--- config.mk ---
export PLATFORM = sky130hd
export DESIGN_NAME = cpr_meas_sequencer
export DESIGN_NICKNAME = d
export VERILOG_FILES = /design/src/rtl/cpr_meas_sequencer.sv
export SDC_FILE = /design/constraint.sdc
export NUM_CORES = 1
export LEC_CHECK = 0
export CAP_MARGIN = 20
export CORE_MARGIN = 2
export CORE_UTILIZATION = 58
export CTS_BUF_LIST = sky130_fd_sc_hd__clkbuf_16
export DETAILED_ROUTE_END_ITERATION = 16
export MAX_ROUTING_LAYER = met4
export PLACE_DENSITY = 0.86
export SLEW_MARGIN = 20
export SYNTH_ARGS = -nofsm -noshare
export SYNTH_HDL_FRONTEND = slang
export SYNTH_SLANG_ARGS = --single-unit
--- constraint.sdc ---
create_clock -name CLK -period 5.4 [get_ports CLK]
set_input_delay 1.35 -clock CLK [delete_from_list [all_inputs] [get_ports CLK]]
set_output_delay 1.35 -clock CLK [all_outputs]
set_load 0.05 [all_outputs]
--- src/rtl/cpr_meas_sequencer.sv ---
// CPR ring measurement sequencer: powers one ring at a time, lets it settle,
// counts divided-ring rising edges over a window and reports each count.
// Ports: CLK/RN clock and async active-low reset; START, CH_MASK, WINDOW,
//   DIVSPEED_CFG, DIVRC_CFG sweep request (sampled in IDLE);
//   LOGICCPR_1..4 divided ring outputs; PD_1..4, CPR_RN, DIVSPEED0/1,
//   DIVRC0/1 ring control; BUSY, DONE sweep status;
//   RES_VALID/RES_READY/RES_CH/RES_COUNT per-channel result handshake.

module cpr_meas_sequencer #(
    parameter int SETTLE_CYC = 16,
    parameter int CNT_W      = 16,
    parameter int WIN_W      = 16
) (
    input  logic             CLK,
    input  logic             RN,
    input  logic             START,
    input  logic [3:0]       CH_MASK,
    input  logic [WIN_W-1:0] WINDOW,
    input  logic [1:0]       DIVSPEED_CFG,
    input  logic [1:0]       DIVRC_CFG,
    input  logic             LOGICCPR_1,
    input  logic             LOGICCPR_2,
    input  logic             LOGICCPR_3,
    input  logic             LOGICCPR_4,
    input  logic             RES_READY,
    output logic             PD_1,
    output logic             PD_2,
    output logic             PD_3,
    output logic             PD_4,
    output logic             CPR_RN,
    output logic             DIVSPEED0,
    output logic             DIVSPEED1,
    output logic             DIVRC0,
    output logic             DIVRC1,
    output logic             BUSY,
    output logic             DONE,
    output logic             RES_VALID,
    output logic [1:0]       RES_CH,
    output logic [CNT_W-1:0] RES_COUNT
);

    localparam int SET_W = $clog2(SETTLE_CYC + 1);
    localparam int TMR_W = (WIN_W > SET_W) ? WIN_W : SET_W;
    localparam logic [TMR_W-1:0] SET_LAST = TMR_W'(SETTLE_CYC - 1);
    localparam logic [CNT_W-1:0] CNT_MAX  = '1;

    typedef enum logic [1:0] {
        IDLE,
        SETTLE,
        MEASURE,
        REPORT
    } state_t;

    state_t state;
    state_t state_nxt;

    logic [3:0]       mask;
    logic [3:0]       mask_rem;
    logic [1:0]       ch;
    logic [WIN_W-1:0] win_last;
    logic [1:0]       div_speed;
    logic [1:0]       div_rc;
    logic [TMR_W-1:0] tmr;
    logic [2:0]       sync;
    logic [CNT_W-1:0] cnt;
    logic             done;
    logic             load;
    logic             accept;
    logic             done_nxt;
    logic             tmr_last;
    logic [3:0]       ring;
    logic             ring_sel;
    logic             edge_seen;
    logic             active;

    function automatic logic [1:0] lowest(input logic [3:0] m);
        if (m[0]) return 2'd0;
        if (m[1]) return 2'd1;
        if (m[2]) return 2'd2;
        return 2'd3;
    endfunction

    assign ring      = {LOGICCPR_4, LOGICCPR_3, LOGICCPR_2, LOGICCPR_1};
    assign ring_sel  = ring[ch];
    // sync[1] is the synchronised level, sync[2] its previous value
    assign edge_seen = sync[1] & ~sync[2];
    assign mask_rem  = mask & ~(4'b0001 << ch);
    assign accept    = (state == REPORT) && RES_READY;
    assign tmr_last  =
        ((state == SETTLE)  && (tmr == SET_LAST)) ||
        ((state == MEASURE) && (tmr == TMR_W'(win_last)));

    always_comb begin
        state_nxt = state;
        load      = 1'b0;
        done_nxt  = 1'b0;
        unique case (state)
            IDLE: begin
                if (START) begin
                    if (CH_MASK != 4'b0000) begin
                        load      = 1'b1;
                        state_nxt = SETTLE;
                    end else begin
                        done_nxt  = 1'b1;
                    end
                end
            end
            SETTLE: begin
                if (tmr_last) state_nxt = MEASURE;
            end
            MEASURE: begin
                if (tmr_last) state_nxt = REPORT;
            end
            REPORT: begin
                if (RES_READY) begin
                    if (mask_rem != 4'b0000) begin
                        state_nxt = SETTLE;
                    end else begin
                        state_nxt = IDLE;
                        done_nxt  = 1'b1;
                    end
                end
            end
            default: state_nxt = IDLE;
        endcase
    end

    always_ff @(posedge CLK or negedge RN) begin
        if (!RN) begin
            state     <= IDLE;
            mask      <= '0;
            ch        <= '0;
            win_last  <= '0;
            div_speed <= '0;
            div_rc    <= '0;
            tmr       <= '0;
            sync      <= '0;
            cnt       <= '0;
            done      <= 1'b0;
        end else begin
            state <= state_nxt;
            done  <= done_nxt;

            if (load) begin
                mask      <= CH_MASK;
                ch        <= lowest(CH_MASK);
                // window of 0 behaves as a single cycle
                win_last  <= (WINDOW == '0) ? '0 : WINDOW - WIN_W'(1);
                div_speed <= DIVSPEED_CFG;
                div_rc    <= DIVRC_CFG;
            end else if (accept) begin
                mask <= mask_rem;
                if (mask_rem != 4'b0000) ch <= lowest(mask_rem);
            end

            if (tmr_last || state == IDLE || state == REPORT)
                tmr <= '0;
            else
                tmr <= tmr + TMR_W'(1);

            if (state == MEASURE)
                sync <= {sync[1:0], ring_sel};
            else
                sync <= '0;

            if (state == SETTLE)
                cnt <= '0;
            else if (state == MEASURE && edge_seen && cnt != CNT_MAX)
                cnt <= cnt + CNT_W'(1);
        end
    end

    assign active    = (state == SETTLE) || (state == MEASURE);
    assign PD_1      = !(active && ch == 2'd0);
    assign PD_2      = !(active && ch == 2'd1);
    assign PD_3      = !(active && ch == 2'd2);
    assign PD_4      = !(active && ch == 2'd3);
    assign CPR_RN    = (state == MEASURE);
    assign BUSY      = (state != IDLE);
    assign RES_VALID = (state == REPORT);
    assign DONE      = done;
    assign RES_CH    = ch;
    assign RES_COUNT = cnt;
    assign DIVSPEED0 = div_speed[0];
    assign DIVSPEED1 = div_speed[1];
    assign DIVRC0    = div_rc[0];
    assign DIVRC1    = div_rc[1];

endmodule

==> results.md <==
- Vias in the first global route: around 3000
- Hold_sp: sync[0]
- Cell internal pwr: approximately 0.0012 W
- Top cells by area, synth: dfrtp_1 43%, xor2_1 9.0%, nand2_1 5.4%
- Layout cells sized above 1: 7.19%
- Dpl hpwl: ~5800 um
- Setup WS post-layout: 1900 ps
- DR iter-0 viols: 220
- TritonCTS Buffers: 9
- Predominant post-synthesis flop cell: dfrtp_1
- First-pass GRT wire length: between 10000 and 15000 um
- Fin crit share: about two thirds
- RSZ-0062 raised after global routing: no
- Critical Path Source Type: flip-flop
- CP Capture Type: output pin
- Seq pwr share: 35.2%
- Clock sink count: 64
- Final setup vio count: 0
- Ant. Diodes: 0
- Root Driver: clkbuf_16
- Vias per inst: 5.78
- Setup tns final: 0 ps
- FMAX: about 290 MHz
- Die Ht: around 84 um
- Worst slack at placement: a little under 2000 ps
- Final wirelength: approximately 8000 um
- Clock Path Buffers: 2
- # DRC: 0
- H-Tree Depth: 3
- Core region area: ~6200 sq um
- Hold buffers post-CTS: 0
- Syn-to-layout area delta: 24.0%
- Crit-path cells: inv_1, ha_1, inv_1, clkdlybuf4s50_1
- Setup Buffers After CTS: 0
- PortBufs: 61
- CP top delay family: buffers and inverters
- Syn Nets: 435
- Number of buffers and inverters on the critical path: 3
- Critical Path RT: 4050 ps
- Placer Congestion: between 0.8 and 0.9
- Die ar.: about 7000 sq um
- EDFF count, synth: 0
- Arrival time at the worst endpoint: between 2000 and 2500 ps
- Initial antenna violation count: 0
- Starting Density: between 50% and 60%
- CP startpoint: state[0]
- WS Path Type: reg2out
- Net Sw Power: ~0.00082 W
- CTS tree: done
- Tot GR Track Use: approximately 25%
- Critical R2R Launch: state[0]
- Worst Path Max Fanout: 6
- Min Tclk post-route: 3500 ps
- Clock Power Share: between 20 and 25%
- Clk_lat worst skew: 330 ps
- Max Clock Skew: between 5 and 6 ps
- #FFs+latches synth: 64
- 1st-pass router iterations: 5
- Count of cell types in the netlist: 60
- Syn Std Cell Area: approximately 3700 sq um
- Worst Max-Slew Pin Slew: between 800 and 900 ps
- Outcome: completed
- Gr ovfl total: 0
- CP max stage cell: clkdlybuf4s50_1
- Most used cell, CP: inv_1
- DR vias: between 3000 and 4000
- Clk slew on worst S/H paths: 50 ps
- Sequential area share after synthesis: between 40% and 50%
- Slew margin rel.: a little under half
- LEAKAGE: around 2 nW
- Worst Hold Class: reg2reg
- Final hold violation count: 0
- Yosys warns: 0
- Critical path's largest stage delay: 830 ps
- Max_cap viols: 0
- Final ANT Viol Nets: 0
- Yosys top cell by area: dfrtp_1
- Peak supply drop: 0.410 mV
- Max-slew violations: 0
- FP Rows: 29
- I/O pin count: 62
- Post-synth ARST share: 100%
- Synth top area share: a little over two fifths
- Die width: around 84 um
- P per Cell Area: between 400 and 500 nW/um^2
- Comb pwr share: around two fifths
- Largest net degree at the start of global routing: between 60 and 70
- Final nets: around 490
- Avg WL per Cell: about 15 um
- Sw frac: 41.0%
- Mapped Avg Cell Area: 9.34 sq um
- Power, Total: just over 0.002 W
- Post-cts gate resize count: 0
- Synthesized netlist cell count: 395
## synth_stat cells, drive strengths merged, types with 4 or more instances
master,number
dfrtp,64
nand2,53
nor2,48
xor2,38
o21ai,26
nand3,21
xnor2,18
inv,13
nand4,9
nor3,9
nor4,9
buf,8
ha,8
a21oi,6
clkbuf,6
and3,5
a2111oi,4
and2,4
and4,4
## worst paths after layout
| kind | slack (ps) | end | cells after the start |
|---|---|---|---|
| min | 470 | sync[1] | 1 |
| max in group asynchronous | 3690 | win_last[10] | 2 |
| max reg2reg | 2930 | win_last[2] | 6 |
| min in group asynchronous | 1200 | tmr[2] | 2 |
| max | 1900 | BUSY | 4 |
| min reg2reg | 470 | sync[1] | 1 |
## power by group through the flow
stage | logic (W) | clock network (W) | registers [W]
floorplan | 0.000530 | 0 | 0.000753
global placement | 0.000780 | 0 | 0.000707
detailed placement | 0.000801 | 0 | 0.000713
CTS | 0.000812 | 0.000500 | 0.000707
global route | 0.000880 | 0.000524 | 0.000723
finish | 0.000809 | 0.000494 | 0.000709
## metrics by stage
stage               hold slack (ps)  instance area [sq um]  cells  utilization [%]
finish                          469                   4580    536             73.3
global route                    487                   4580    536             73.3
CTS                             469                   4580    536             73.3
detailed placement              452                   4320    520             69.2
global placement                448                   4320    520             69.2
floorplan                       434                   3690    395                -
## metal layers
layer	share of wire, %	GRT usage, %
met1	43	31.1
met3	5.6	5.64
met4	2.4	9.82
met5	0	-
met2	49	40.7
## flip-flops by register name (all words and copies together) (netlist names)
register   cells
DONE           1
RES_CH         2
RES_COUNT     16
div_rc         2
div_speed      2
mask           4
state          2
sync           3
tmr           16
win_last      16
## cell families (layout without fill, tap and decap cells)
family	after synthesis	count (layout)	share of synthesized area (%)
muxes	5	5	1.73
and+or+nand+nor	180	180	24.3
xor gates and xnor gates	56	56	13.3
adders and majority gates	8	8	2.71
AOI/OAI and AO/OA	55	55	11.1
DFF	64	64	43.4
buffers and inverters	27	91	3.46
## cell type report
class	count	area [sq um]
multi-input cells	304	1960
fillers	451	1670
flip-flops and latches	64	1600
repair buffers	62	613
clock buffers	9	225
well taps	77	96.3
inverters	13	48.8
clock inverters	7	30.0
## cells in the final DEF, fill, tap and decap left out, drive strengths merged, types with 8 or more instances in the layout
cell type	instances
nor4	9
clkbuf	9
xor2	38
inv	14
ha	8
o21ai	26
xnor2	18
nor2	48
nand2	53
nand4	9
nor3	9
dfrtp	64
clkdlybuf4s50	60
nand3	21
No activity file was read; power rests on OpenSTA's default activity.
